--- src/rtl/taxi_stats_pkg.sv ---
// Shared types and helpers for the statistics collector.
package taxi_stats_pkg;

  typedef enum logic [0:0] {STATE_IDLE, STATE_SCAN} stats_collect_state_t;

  // Index width for n entries, never narrower than one bit.
  function automatic int ptr_w(input int n);
    return (n <= 1) ? 1 : $clog2(n);
  endfunction

endpackage

--- src/rtl/taxi_stats_collect_prio.sv ---
// Lowest-index priority encoder over the per-channel urgent bits.
module taxi_stats_collect_prio #(
  parameter int CNT   = 8,
  parameter int IDX_W = 3
) (
  input  logic [CNT-1:0]   req_i,
  output logic             valid_o,
  output logic [IDX_W-1:0] idx_o
);

  // Scan downward so the lowest set index is the last one written.
  always_comb begin
    valid_o = 1'b0;
    idx_o   = '0;
    for (int i = CNT - 1; i >= 0; i--) begin
      if (req_i[i]) begin
        valid_o = 1'b1;
        idx_o   = IDX_W'(i);
      end
    end
  end

endmodule

--- src/rtl/taxi_stats_collect.sv ---
// Per-channel event accumulators drained as {ID, count} records on an AXI4-Stream source.
// Optional macro TAXI_STATS_COLLECT_SAT_EN: saturating accumulators with a sticky flag reported in tuser.
module taxi_stats_collect
  import taxi_stats_pkg::*;
#(
  parameter int CNT           = 8,
  parameter int INC_W         = 8,
  parameter int ACC_W         = 16,
  parameter int ID_W          = 10,
  parameter int ID_BASE       = 0,
  parameter int UPDATE_PERIOD = 1024
) (
  input  logic                 clk,
  input  logic                 rst_n,
  input  logic [CNT*INC_W-1:0] stat_inc,
  input  logic                 stat_flush,
  output logic [ACC_W-1:0]     m_axis_stat_tdata,
  output logic [ID_W-1:0]      m_axis_stat_tid,
  output logic                 m_axis_stat_tuser,
  output logic                 m_axis_stat_tvalid,
  input  logic                 m_axis_stat_tready,
  output logic                 busy,
  output stats_collect_state_t dbg_state_o
);

  localparam int PTR_W = ptr_w(CNT);
  localparam int TMR_W = ptr_w(UPDATE_PERIOD);

  stats_collect_state_t state_q, state_d;
  logic [PTR_W-1:0] ptr_q, ptr_d;
  logic             pending_q, pending_d;
  logic [TMR_W-1:0] tmr_q, tmr_d;
  logic [ACC_W-1:0] acc_q [CNT];
  logic [ACC_W-1:0] acc_d [CNT];
  logic             tvalid_q;
  logic [ACC_W-1:0] tdata_q;
  logic [ID_W-1:0]  tid_q;

  logic [CNT-1:0]   urgent;
  logic             urg_vld, urg_cap, scan_cap, scan_adv;
  logic [PTR_W-1:0] urg_idx, cap_idx;
  logic             slot_free, cap_en, tmr_wrap, sweep_req;

  always_comb begin
    for (int k = 0; k < CNT; k++) urgent[k] = acc_q[k][ACC_W-1];
  end

  taxi_stats_collect_prio #(.CNT(CNT), .IDX_W(PTR_W)) u_prio (
    .req_i   (urgent),
    .valid_o (urg_vld),
    .idx_o   (urg_idx)
  );

  // Record slot handshake: a record transfers on a cycle with tvalid && tready;
  // payload is held while tvalid is high and tready low, and tvalid never drops without a transfer.
  assign slot_free = !tvalid_q || m_axis_stat_tready;
  assign urg_cap   = slot_free && urg_vld;
  assign tmr_wrap  = (tmr_q == TMR_W'(UPDATE_PERIOD - 1));
  assign sweep_req = tmr_wrap || stat_flush;
  assign tmr_d     = tmr_wrap ? '0 : tmr_q + TMR_W'(1);

  // Sweep decision at the pointer; an urgent capture steals the slot and freezes the pointer.
  always_comb begin
    scan_adv = 1'b0;
    scan_cap = 1'b0;
    if (state_q == STATE_SCAN) begin
      if (acc_q[ptr_q] == '0) begin
        scan_adv = 1'b1;
      end else if (slot_free && !urg_cap) begin
        scan_adv = 1'b1;
        scan_cap = 1'b1;
      end
    end
  end

  assign cap_en  = urg_cap || scan_cap;
  assign cap_idx = urg_cap ? urg_idx : ptr_q;

  always_comb begin
    state_d   = state_q;
    ptr_d     = ptr_q;
    pending_d = pending_q;
    case (state_q)
      STATE_IDLE: begin
        if (sweep_req) begin
          state_d   = STATE_SCAN;
          ptr_d     = '0;
          pending_d = 1'b0;
        end
      end
      STATE_SCAN: begin
        pending_d = pending_q || sweep_req;
        if (scan_adv) begin
          if (ptr_q == PTR_W'(CNT - 1)) begin
            if (pending_q || sweep_req) begin
              ptr_d     = '0;
              pending_d = 1'b0;
            end else begin
              state_d = STATE_IDLE;
            end
          end else begin
            ptr_d = ptr_q + PTR_W'(1);
          end
        end
      end
      default: state_d = STATE_IDLE;
    endcase
  end

  always_comb begin
    busy        = (state_q == STATE_SCAN) || tvalid_q || pending_q;
    dbg_state_o = state_q;
  end

  always_ff @(posedge clk or negedge rst_n) begin
    if (!rst_n) begin
      state_q   <= STATE_IDLE;
      ptr_q     <= '0;
      pending_q <= 1'b0;
      tmr_q     <= '0;
    end else begin
      state_q   <= state_d;
      ptr_q     <= ptr_d;
      pending_q <= pending_d;
      tmr_q     <= tmr_d;
    end
  end

`ifdef TAXI_STATS_COLLECT_SAT_EN
  logic [CNT-1:0] sat_q, sat_d;
  logic           tuser_q;

  // A captured channel restarts from this cycle's increment, so nothing is lost.
  always_comb begin
    for (int k = 0; k < CNT; k++) begin
      logic [ACC_W-1:0] inc_k;
      logic [ACC_W:0]   sum_k;
      logic             hit_k;
      inc_k    = ACC_W'(stat_inc[k*INC_W +: INC_W]);
      sum_k    = {1'b0, acc_q[k]} + {1'b0, inc_k};
      hit_k    = cap_en && (cap_idx == PTR_W'(k));
      acc_d[k] = hit_k ? inc_k : (sum_k[ACC_W] ? '1 : sum_k[ACC_W-1:0]);
      sat_d[k] = hit_k ? 1'b0 : (sat_q[k] || sum_k[ACC_W]);
    end
  end

  always_ff @(posedge clk or negedge rst_n) begin
    if (!rst_n) begin
      sat_q   <= '0;
      tuser_q <= 1'b0;
    end else begin
      sat_q <= sat_d;
      if (cap_en) tuser_q <= sat_q[cap_idx];
    end
  end

  assign m_axis_stat_tuser = tuser_q;
`else
  always_comb begin
    for (int k = 0; k < CNT; k++) begin
      logic [ACC_W-1:0] inc_k;
      logic             hit_k;
      inc_k    = ACC_W'(stat_inc[k*INC_W +: INC_W]);
      hit_k    = cap_en && (cap_idx == PTR_W'(k));
      acc_d[k] = hit_k ? inc_k : acc_q[k] + inc_k;
    end
  end

  assign m_axis_stat_tuser = 1'b0;
`endif

  always_ff @(posedge clk or negedge rst_n) begin
    if (!rst_n) begin
      for (int k = 0; k < CNT; k++) acc_q[k] <= '0;
      tvalid_q <= 1'b0;
      tdata_q  <= '0;
      tid_q    <= '0;
    end else begin
      for (int k = 0; k < CNT; k++) acc_q[k] <= acc_d[k];
      if (cap_en) begin
        tvalid_q <= 1'b1;
        tdata_q  <= acc_q[cap_idx];
        tid_q    <= ID_W'(ID_BASE) + ID_W'(cap_idx);
      end else if (m_axis_stat_tready) begin
        tvalid_q <= 1'b0;
      end
    end
  end

  assign m_axis_stat_tvalid = tvalid_q;
  assign m_axis_stat_tdata  = tdata_q;
  assign m_axis_stat_tid    = tid_q;

endmodule

--- config.mk ---
export PLATFORM = sky130hd
export DESIGN_NAME = taxi_stats_collect
export DESIGN_NICKNAME = d
export VERILOG_FILES = /design/src/rtl/taxi_stats_pkg.sv /design/src/rtl/taxi_stats_collect_prio.sv /design/src/rtl/taxi_stats_collect.sv
export SDC_FILE = /design/constraint.sdc
export NUM_CORES = 1
export LEC_CHECK = 0
export ABC_AREA = 1
export BUFFER_PORTS_ARGS = -buffer_cell sky130_fd_sc_hd__buf_2
export CAP_MARGIN = 20
export CORE_ASPECT_RATIO = 0.8
export CORE_UTILIZATION = 35
export DETAILED_ROUTE_END_ITERATION = 6
export HOLD_SLACK_MARGIN = 0.02
export PLACE_DENSITY_LB_ADDON = 0.12
export SYNTH_ARGS = -nofsm -noshare
export SYNTH_HDL_FRONTEND = slang
export SYNTH_SLANG_ARGS = --single-unit
--- constraint.sdc ---
create_clock -name clk -period 4.7 [get_ports clk]
set_clock_uncertainty 0.2 [all_clocks]
set_input_delay 1.175 -clock clk [delete_from_list [all_inputs] [get_ports clk]]
set_output_delay 1.175 -clock clk [all_outputs]
set_load 0.005 [all_outputs]
Yosys cells after proc, flatten, opt, wreduce, memory -nomap -nowiden --
Cells that the tools add are included. Widths: inputs -> output; s select.
Cells by class: add/subtract/negate cells 10, $mul 0, div/mod/pow operators 0, order comparisons 2, eq/ne operators 12, shifts and indexed selects 0, multiplexer cells 53, bitwise operators 3, reductions and logical operators 22
Operators by type and width (number):
- $mux 16 | 12
- $add 16x8->16 | 8
- $bmux 16 s3 | 2
- $mux 3 | 13
- $mux 1 | 22
- $logic_not 16->1 | 1
- $eq 3x3->1 const B | 5
- $add 10x1->10 const B | 1
- $eq 10x10->1 const B | 1
- $logic_and 1x1->1 | 10
- $mux 10 | 1
- $ge 4x4->1 const B | 2
- $not 3->4 | 2
- $eq 3x2->1 const B | 2
- $logic_or 1x1->1 | 6
- $pmux 3 s2 | 1
- $pmux 1 s2 | 2
- $add 3x1->3 const B | 1
- $eq 3x1->1 const B | 1
- $logic_not 3->1 | 1
- $ne 3x3->1 const B | 1
- $reduce_and 3->1 | 1
- $logic_not 1->1 | 2
- $ne 2x1->1 const B | 1
- 3 further kinds | 3
Word-level totals: bits in registers 163, bits in latches 0, memory bits (writable) 0, bits in read-only memories 0, input port bits 68, memories kept 0

Longest topological paths before layout --
Gate-level depths: netlist of run 1.
depth after elaboration 17, mapped depth 16, gate-level depth less buffers 15

By module --
A second synthesis of run 1 with hierarchy kept.
Unflattened totals: cells, all modules 1668, area, all modules 12288.0 um^2
Modules (own cells, without submodules):
- taxi_stats_collect | instances 1, cells an instance 1646, area each 12189.2 um^2, seq. area each 4078.9 um^2
- taxi_stats_collect_prio | instances 1, cells an instance 22, area each 98.8 um^2, seq. area each 0.0 um^2

Worst setup path after synthesis of run 1 --
No wires, ideal clock.
kind input to register, start input stat_inc[40], end register acc_q[46] (netlist name), arrival 2831 ps, required time 4374 ps, path slack 1543 ps, stages 11, path buffers 0, path through ha_1 inv_1 fa_1 o21ai_0 a21oi_1 o21ai_0 nand2_1 nor2_1 nand2_1 nand2_1 a21oi_1
RTL lines:
- start, declared | RTL line taxi_stats_collect.sv:15 | input logic [CNT*INC_W-1:0] stat_inc,
- end, declared | RTL line taxi_stats_collect.sv:33 | logic [ACC_W-1:0] acc_q [CNT];

==> results.ini, run 1 <==
[status]
outcome=complete, no violations

[finish]
drive_above_1_share_pct=9.57
fillCellCount=3628
nNetsFinal=1917
final_common_cell=nand2_1
layout_common_cells=567 x nand2_1, 227 x nand3_1, 163 x dfrtp_1
stdcell_count=2221
area_delta_synth_final_pct=12.1
antennaDiodeCount=0

[drt]
wl_per_cell_um=16.4
via_count=11200
initialDrtViolationCount=862
drtPass1Iterations=5
viasPerCell=5.06
wirelength_um=36400
drcViolationCount=0
ant_nets=0

[global_route]
grt.overflow.total=0
antenna_found_initial=0
globalRoute.busiestLayer=met1
met3_usage_pct=3.84
grt_max_degree=72
grt_pass1_wl_um=59500
gr-usage-met1_pct=32.7
track_usage_pct=21.6
use_met2_pct=31.9
grt_pass1_vias=10800

[timing]
timing.hold.ws_ps=279
slew-limit-headroom_pct=53.2
hold_viol_final=0
fmax_mhz=283
setup_viol=0
tightest_slew_ps=702
rsz0062_at_grt=false
drv_slew=0
period_needed_ps=3530
finalCritPeriodShare_pct=75.2
fin_setup_tns_ps=0

[power_and_ir_drop]
p_leak_nw=6.93
combPwrFrac_pct=63.4
p_int_w=0.00531
power.share.clock_pct=12.3
ir_drop_mv=0.437
finalPower_w=0.0116
swShare_pct=54.3
p_sw_w=0.00630
powerDensity_nw_per_um2=863
p_seq_share_pct=24.3

[floorplan]
start_util_pct=35.6
die_w_um=209
rows=60
core-area_um2=33600
die_height_um=168
io_pins=98
die-area_um2=35000

[critical_path]
crit_required_ps=4850
cpMaxStageDelayCell=o21ai_4
worst_ep_arrival_time_ps=3680
end_kind=flop
rrSetupSlack_ps=1580
critPathLaunchType=primary input
worstPathCellList=buf_2, nor2_1, inv_1, o21ai_2, inv_2, o21ai_4, buf_4, nand2_2, nor2_4, buf_4, nand2_1, nand2_1, nand2_1
critPathTopFamily=simple AND/OR/NAND/NOR gates
r2r_cells=12
path_common_cell=nand2_1
cpPeakStageDelay_ps=400
worstSetupPathType=primary input to flop
crit_fanout=19
path_buf_inv=5
crit-reg2reg-launch=acc_q[111]
r2r-end=acc_q[100]

[logic_synthesis]
synth_cell_types=37
synth-warning-count=0
synth.avg_cell_area_um2=7.04
synth_area_um2=12000
ys_seq_area_share_pct=34.0
synth_seq_cells=163
syn_inst=1704

[cts]
cts_made_buffers=17
path_clk_slew_ps=70
htreeDepth=4
root_buffer=clkbuf_16
clock_path_buffers=2
cts_sinks=163
tritoncts=built
post_cts_buffers=0
postCtsHoldBufs=0
insertion_delay_ps=460
cts_resized=0

[worst_hold_path]
min_path_type=flop to flop
hold_start=m_axis_stat_tdata[0]
holdPathEnd=m_axis_stat_tdata[0]
holdPathStages=2

[placement]
dp_cells=2189
io_buffers=89
gp_congestion=0.853
dpl.hpwl_um=27100

[flow_run]
cap_viol_max_count=0

[Yosys cell counts]
cell	instances	share of area [%]
a22oi_1	4	0.25
buf_2	26	1.1
o21bai_1	1	0.063
nor2b_1	2	0.10
a21boi_0	8	0.50
a21oi_1	115	4.8
a21boi_1	1	0.063
nand3b_1	3	0.19
inv_2	4	0.13
nand2_2	7	0.37
inv_1	152	4.8
nand4_1	28	1.5
a21o_1	7	0.44
nor2_1	75	2.3
xnor2_1	38	2.8
buf_1	4	0.13
o21ai_2	1	0.073
nor3_1	35	1.5
o31ai_1	1	0.063
o21ai_4	1	0.14
o21ai_0	31	1.3
nor3b_1	1	0.063
ha_1	67	7.0
xor2_1	58	4.2
dfrtp_1	163	34
o311ai_0	2	0.15
fa_1	8	1.3
a31oi_1	11	0.57
conb_1	1	0.031
nor2_4	8	0.75
buf_4	15	0.94
or2_2	2	0.10
o21a_1	4	0.25
nor4_1	1	0.052
clkbuf_1	24	0.75
nand3_1	227	9.5
nand2_1	568	18
[how the worst max path moves through the flow]
stage	from	end	slack (ps)	cells past startpoint
floorplan	stat_inc[40]	acc_q[46]	1540	11
global placement	m_axis_stat_tready	acc_q[64]	850	13
detailed placement	m_axis_stat_tready	acc_q[71]	760	13
CTS	m_axis_stat_tready	acc_q[98]	1250	13
global route	m_axis_stat_tready	acc_q[101]	1010	13
finish	m_axis_stat_tready	acc_q[100]	1170	13
[tightest hold or removal path, cell delays in order (launching register included)]
cell     delay [ps]
dfrtp_1         340
nand2_1          50
nand2_1          50
[state kept, by name, indices dropped and copies added (netlist names)]
name / flops
m_axis_stat_tdata: 16
tmr_q: 10
m_axis_stat_tid: 3
m_axis_stat_tvalid: 1
acc_q: 128
ptr_q: 3
pending_q: 1
dbg_state_o: 1
[cell families (layout without fill, tap and decap cells)]
family                   count (synthesis)  after routing  share of synthesized area (%)
AND/OR/NAND/NOR                        957            957                           34.2
buffers and inverters                  225            301                           7.79
AO/OA/AOI/OAI                          187            187                           8.65
other                                    1              8                         0.0313
flip-flops                             163            163                           34.0
XOR/XNOR                                96             96                           7.01
adder cells (fa/ha/maj)                 75             75                           8.33
[area by class of cell]
class                      count  area, µm²  area share [%]
clock buffer                  17        425            3.16
inverter                     156        586            4.36
multi-input combinational   1323       7020            52.2
sequential                   163       4080            30.3
clock inverter                15        149            1.11
timing repair buffer         113        644            4.79
tap                          434        543            4.04
[power groups by stage]
| stage | sequential (W) | combinational, W | clock (W) |
|---|---|---|---|
| after floorplan | 0.00250 | 0.00554 | 0 |
| after global placement | 0.00284 | 0.00727 | 0 |
| after detailed placement | 0.00283 | 0.00732 | 0 |
| after CTS | 0.00282 | 0.00735 | 0.00147 |
| after global routing | 0.00291 | 0.00835 | 0.00152 |
| final | 0.00282 | 0.00736 | 0.00143 |
[stage by stage]
step | setup slack [ps] | util (%) | area, µm²
after floorplan | 1540 | - | 12000
after global placement | 849 | 38.3 | 12900
after detailed placement | 762 | 38.3 | 12900
after CTS | 1250 | 40.0 | 13400
after global routing | 1010 | 40.0 | 13400
final | 1170 | 40.0 | 13400
[per-layer routing]
| layer | wire length (µm) | part of all wire [%] |
|---|---|---|
| met4 | 393 | 1.1 |
| met2 | 15300 | 42 |
| met3 | 1730 | 4.7 |
| met5 | 0 | 0 |
| met1 | 19000 | 52 |
Power figures use the tool's default switching activity.
==> inputs of run 2 (changes only) <==
--- a/config.mk
+++ b/config.mk
@@ -5,7 +5,7 @@
 export SDC_FILE = /design/constraint.sdc
 export NUM_CORES = 1
 export LEC_CHECK = 0
-export ABC_AREA = 1
+export ABC_AREA = 0
 export BUFFER_PORTS_ARGS = -buffer_cell sky130_fd_sc_hd__buf_2
 export CAP_MARGIN = 20
 export CORE_ASPECT_RATIO = 0.8
==> constraint.sdc (replaced) <==
create_clock -name clk -period 3.1 [get_ports clk]
set_clock_uncertainty 0.2 [all_clocks]
set_input_delay 0.775 -clock clk [delete_from_list [all_inputs] [get_ports clk]]
set_output_delay 0.775 -clock clk [all_outputs]
set_load 0.005 [all_outputs]
==> run 2 against run 1 <==
- utilization up 2.9 points
- sequential power up 42%
- hold slack worse by 150 ps
- critical path type is now flop to flop
- critical endpoint is now m_axis_stat_tdata[9]
- highest routed layer unchanged
==> results.ini, run 2 <==
[timing]
slew-limit-headroom_pct=39.4  ; -14 points
period_needed_ps=3040
rsz0062_at_grt=true
setup_viol=0  ; unchanged
finalCritPeriodShare_pct=98.2
fmax_mhz=329
fin_setup_tns_ps=0  ; unchanged
timing.hold.ws_ps=128  ; -152 ps
drv_slew=0  ; unchanged
hold_viol_final=0  ; unchanged
tightest_slew_ps=906  ; +204 ps

[finish]
multi_input_area_um2=6580  ; -6.2%
antennaDiodeCount=0  ; unchanged
drive_above_1_share_pct=22.9  ; +13 points
seq_area_um2=4080  ; unchanged
fillCellCount=3025  ; -17%
stdcell_area_um2=13200  ; -2.1%
largest_reg_flops=128  ; unchanged
final_common_cell=dfrtp_1
area_delta_synth_final_pct=19.4
layout_common_cells=163 x dfrtp_1, 160 x nor2_1, 88 x buf_2
regMostFlops=acc_q
nNetsFinal=1418  ; -26%

[critical_path]
crit_fanout=30  ; +11
end_kind=flop
worst_ep_arrival_time_ps=3180  ; -500 ps
worstSetupPathType=flop to flop
critPathLaunchType=flop
crit_required_ps=3230  ; -1620 ps

[cts]
cts_sinks=163  ; unchanged
tritoncts=built
htreeDepth=4  ; unchanged
insertion_delay_ps=450  ; about the same
postCtsHoldBufs=0  ; unchanged
clock_path_buffers=2  ; unchanged
cts_made_buffers=17  ; unchanged
root_buffer=clkbuf_16
path_clk_slew_ps=70  ; about the same

[floorplan]
io_pins=98  ; unchanged
die-area_um2=32200  ; -8.0%
die_w_um=200  ; -4.1%
die_height_um=161  ; -4.1%
core-area_um2=30700  ; -8.8%
start_util_pct=35.9  ; +0.30 points
rows=57  ; -5.0%

[logic_synthesis]
synth_area_leader_cell=dfrtp_1
synth_area_leaders=dfrtp_1 37%, mux2_2 8.1%, ha_1 7.6%
synth_area_um2=11000  ; -8.0%
syn_inst=1126  ; -34%
synth_edf_count=0  ; unchanged
synth.avg_cell_area_um2=9.79  ; +39%
ys_seq_area_share_pct=37.0  ; +3.0 points
synth_top_area_share_pct=37.0  ; +3.0 points
synth_seq_cells=163  ; unchanged
async_flop_share_pct=100  ; unchanged
netlist_top_cells_count=163 x dfrtp_1, 161 x nor2_1, 79 x mux2_2
synth-main-ff-cell=dfrtp_1
synth_most_common_cell=dfrtp_1
synth-warning-count=0  ; unchanged
synth_cell_types=58  ; +57%

[global_route]
grt.overflow.total=0  ; unchanged
track_usage_pct=19.6  ; -2.0 points
grt_pass1_vias=8391  ; -22%
use_met2_pct=27.7  ; -4.2 points
gr-usage-met1_pct=30.4  ; -2.4 points
grt_pass1_wl_um=48300  ; -19%
met3_usage_pct=3.08  ; -0.76 points
antenna_found_initial=0  ; unchanged
globalRoute.busiestLayer=met1
grt_max_degree=63  ; -13%

[status]
outcome=complete, no violations

[power_and_ir_drop]
ir_drop_mv=0.468  ; +7.0%
p_leak_nw=5.81  ; -16%
powerDensity_nw_per_um2=1080  ; +25%

[drt]
drtPass1Iterations=5  ; unchanged
ant_nets=0  ; unchanged
wl_per_cell_um=17.8  ; +8.5%
drcViolationCount=0  ; unchanged
initialDrtViolationCount=411  ; -52%
viasPerCell=5.05  ; -0.17%
wirelength_um=30300  ; -17%
via_count=8588  ; -24%

[placement]
io_buffers=89  ; unchanged
gp_congestion=0.819  ; -4.0%
dpl.hpwl_um=23300  ; -14%
place_area_um2=12400  ; -3.4%

[flow_run]
cap_viol_max_count=0  ; unchanged

[worst_hold_path]
min_path_type=primary input to asynchronous set/reset pin

## run 2: changes by cell type after synthesis, moves of 79 or more
cell | previous run | this run
nand2_1 | 568 | 42
nand3_1 | 227 | 31
inv_1 | 152 | 48
a21oi_1 | 115 | 19
nor2_1 | 75 | 161
mux2_2 | 0 | 79
## run 2: final timing paths
check / startpoint / end / slack [ps] / cells past startpoint
min reg2reg: tmr_q[9] / tmr_q[9] / 290 / 1
max in group asynchronous: rst_n / acc_q[58] / 1880 / 2
max reg2reg: acc_q[79] / m_axis_stat_tdata[9] / 60 / 9
min in group clk: tmr_q[9] / tmr_q[9] / 290 / 1
min: rst_n / acc_q[67] / 130 / 1
max: acc_q[79] / m_axis_stat_tdata[9] / 60 / 9
## run 2: layout make-up
| class | instances | share of cell area, % |
|---|---|---|
| Clock buffer | 18 | 3.34 |
| Clock inverter | 14 | 1.52 |
| Multi-Input combinational cell | 884 | 50.0 |
| Sequential cell | 163 | 31.0 |
| Inverter | 48 | 1.37 |
| Tap cell | 413 | 3.93 |
| Timing Repair Buffer | 161 | 8.83 |
## run 2: logic make-up after synthesis
| logic type | after synthesis | synth area share, % |
|---|---|---|
| mux | 128 | 12.6 |
| fa+ha+maj | 75 | 9.06 |
| simple gates | 405 | 18.5 |
| xor+xnor | 116 | 9.22 |
| compound gates | 151 | 9.54 |
| other cells | 1 | 0.0340 |
| buf+inv | 87 | 3.99 |
| flops | 163 | 37.0 |
## run 2: repair_timing
action	4_1_cts	5_1_grt
gates resized for setup	0	9
endpoints found under the setup margin	0	66
buffers inserted	0	5
## run 2: worst max-delay path, stage by stage (launching register included)
cell and delay [ps]:
dfrtp_1 470, or4_4 620, o21ai_4 210, a21oi_1 90, a21oi_4 170, buf_4 220
buf_16 230, mux2i_1 370, o22a_1 210, a31oi_1 90
## run 2: report_power, final
group | leakage, nW | switching (W) | internal [W]
clock | 0.304 | 0.000979 | 0.00138
sequential | 2.01 | 0.000991 | 0.00302
combinational | 3.49 | 0.00393 | 0.00391
## run 2: routing by layer
metal	up-vias	share of wire (%)
met2	135	41
li1	4303	-
met3	22	3.5
met5	-	0
met4	0	1.3
met1	4128	54
## run 2: through the flow
stage                     power, W  instances  setup WS [ps]  util (%)
after floorplan            0.00929       1133            209         -
after global placement      0.0117       1663           47.0      40.5
after detailed placement    0.0117       1663           35.4      40.5
after CTS                   0.0142       1695           41.0      42.6
after global routing        0.0154       1701          -14.8      42.9
final                       0.0142       1701           56.2      42.9
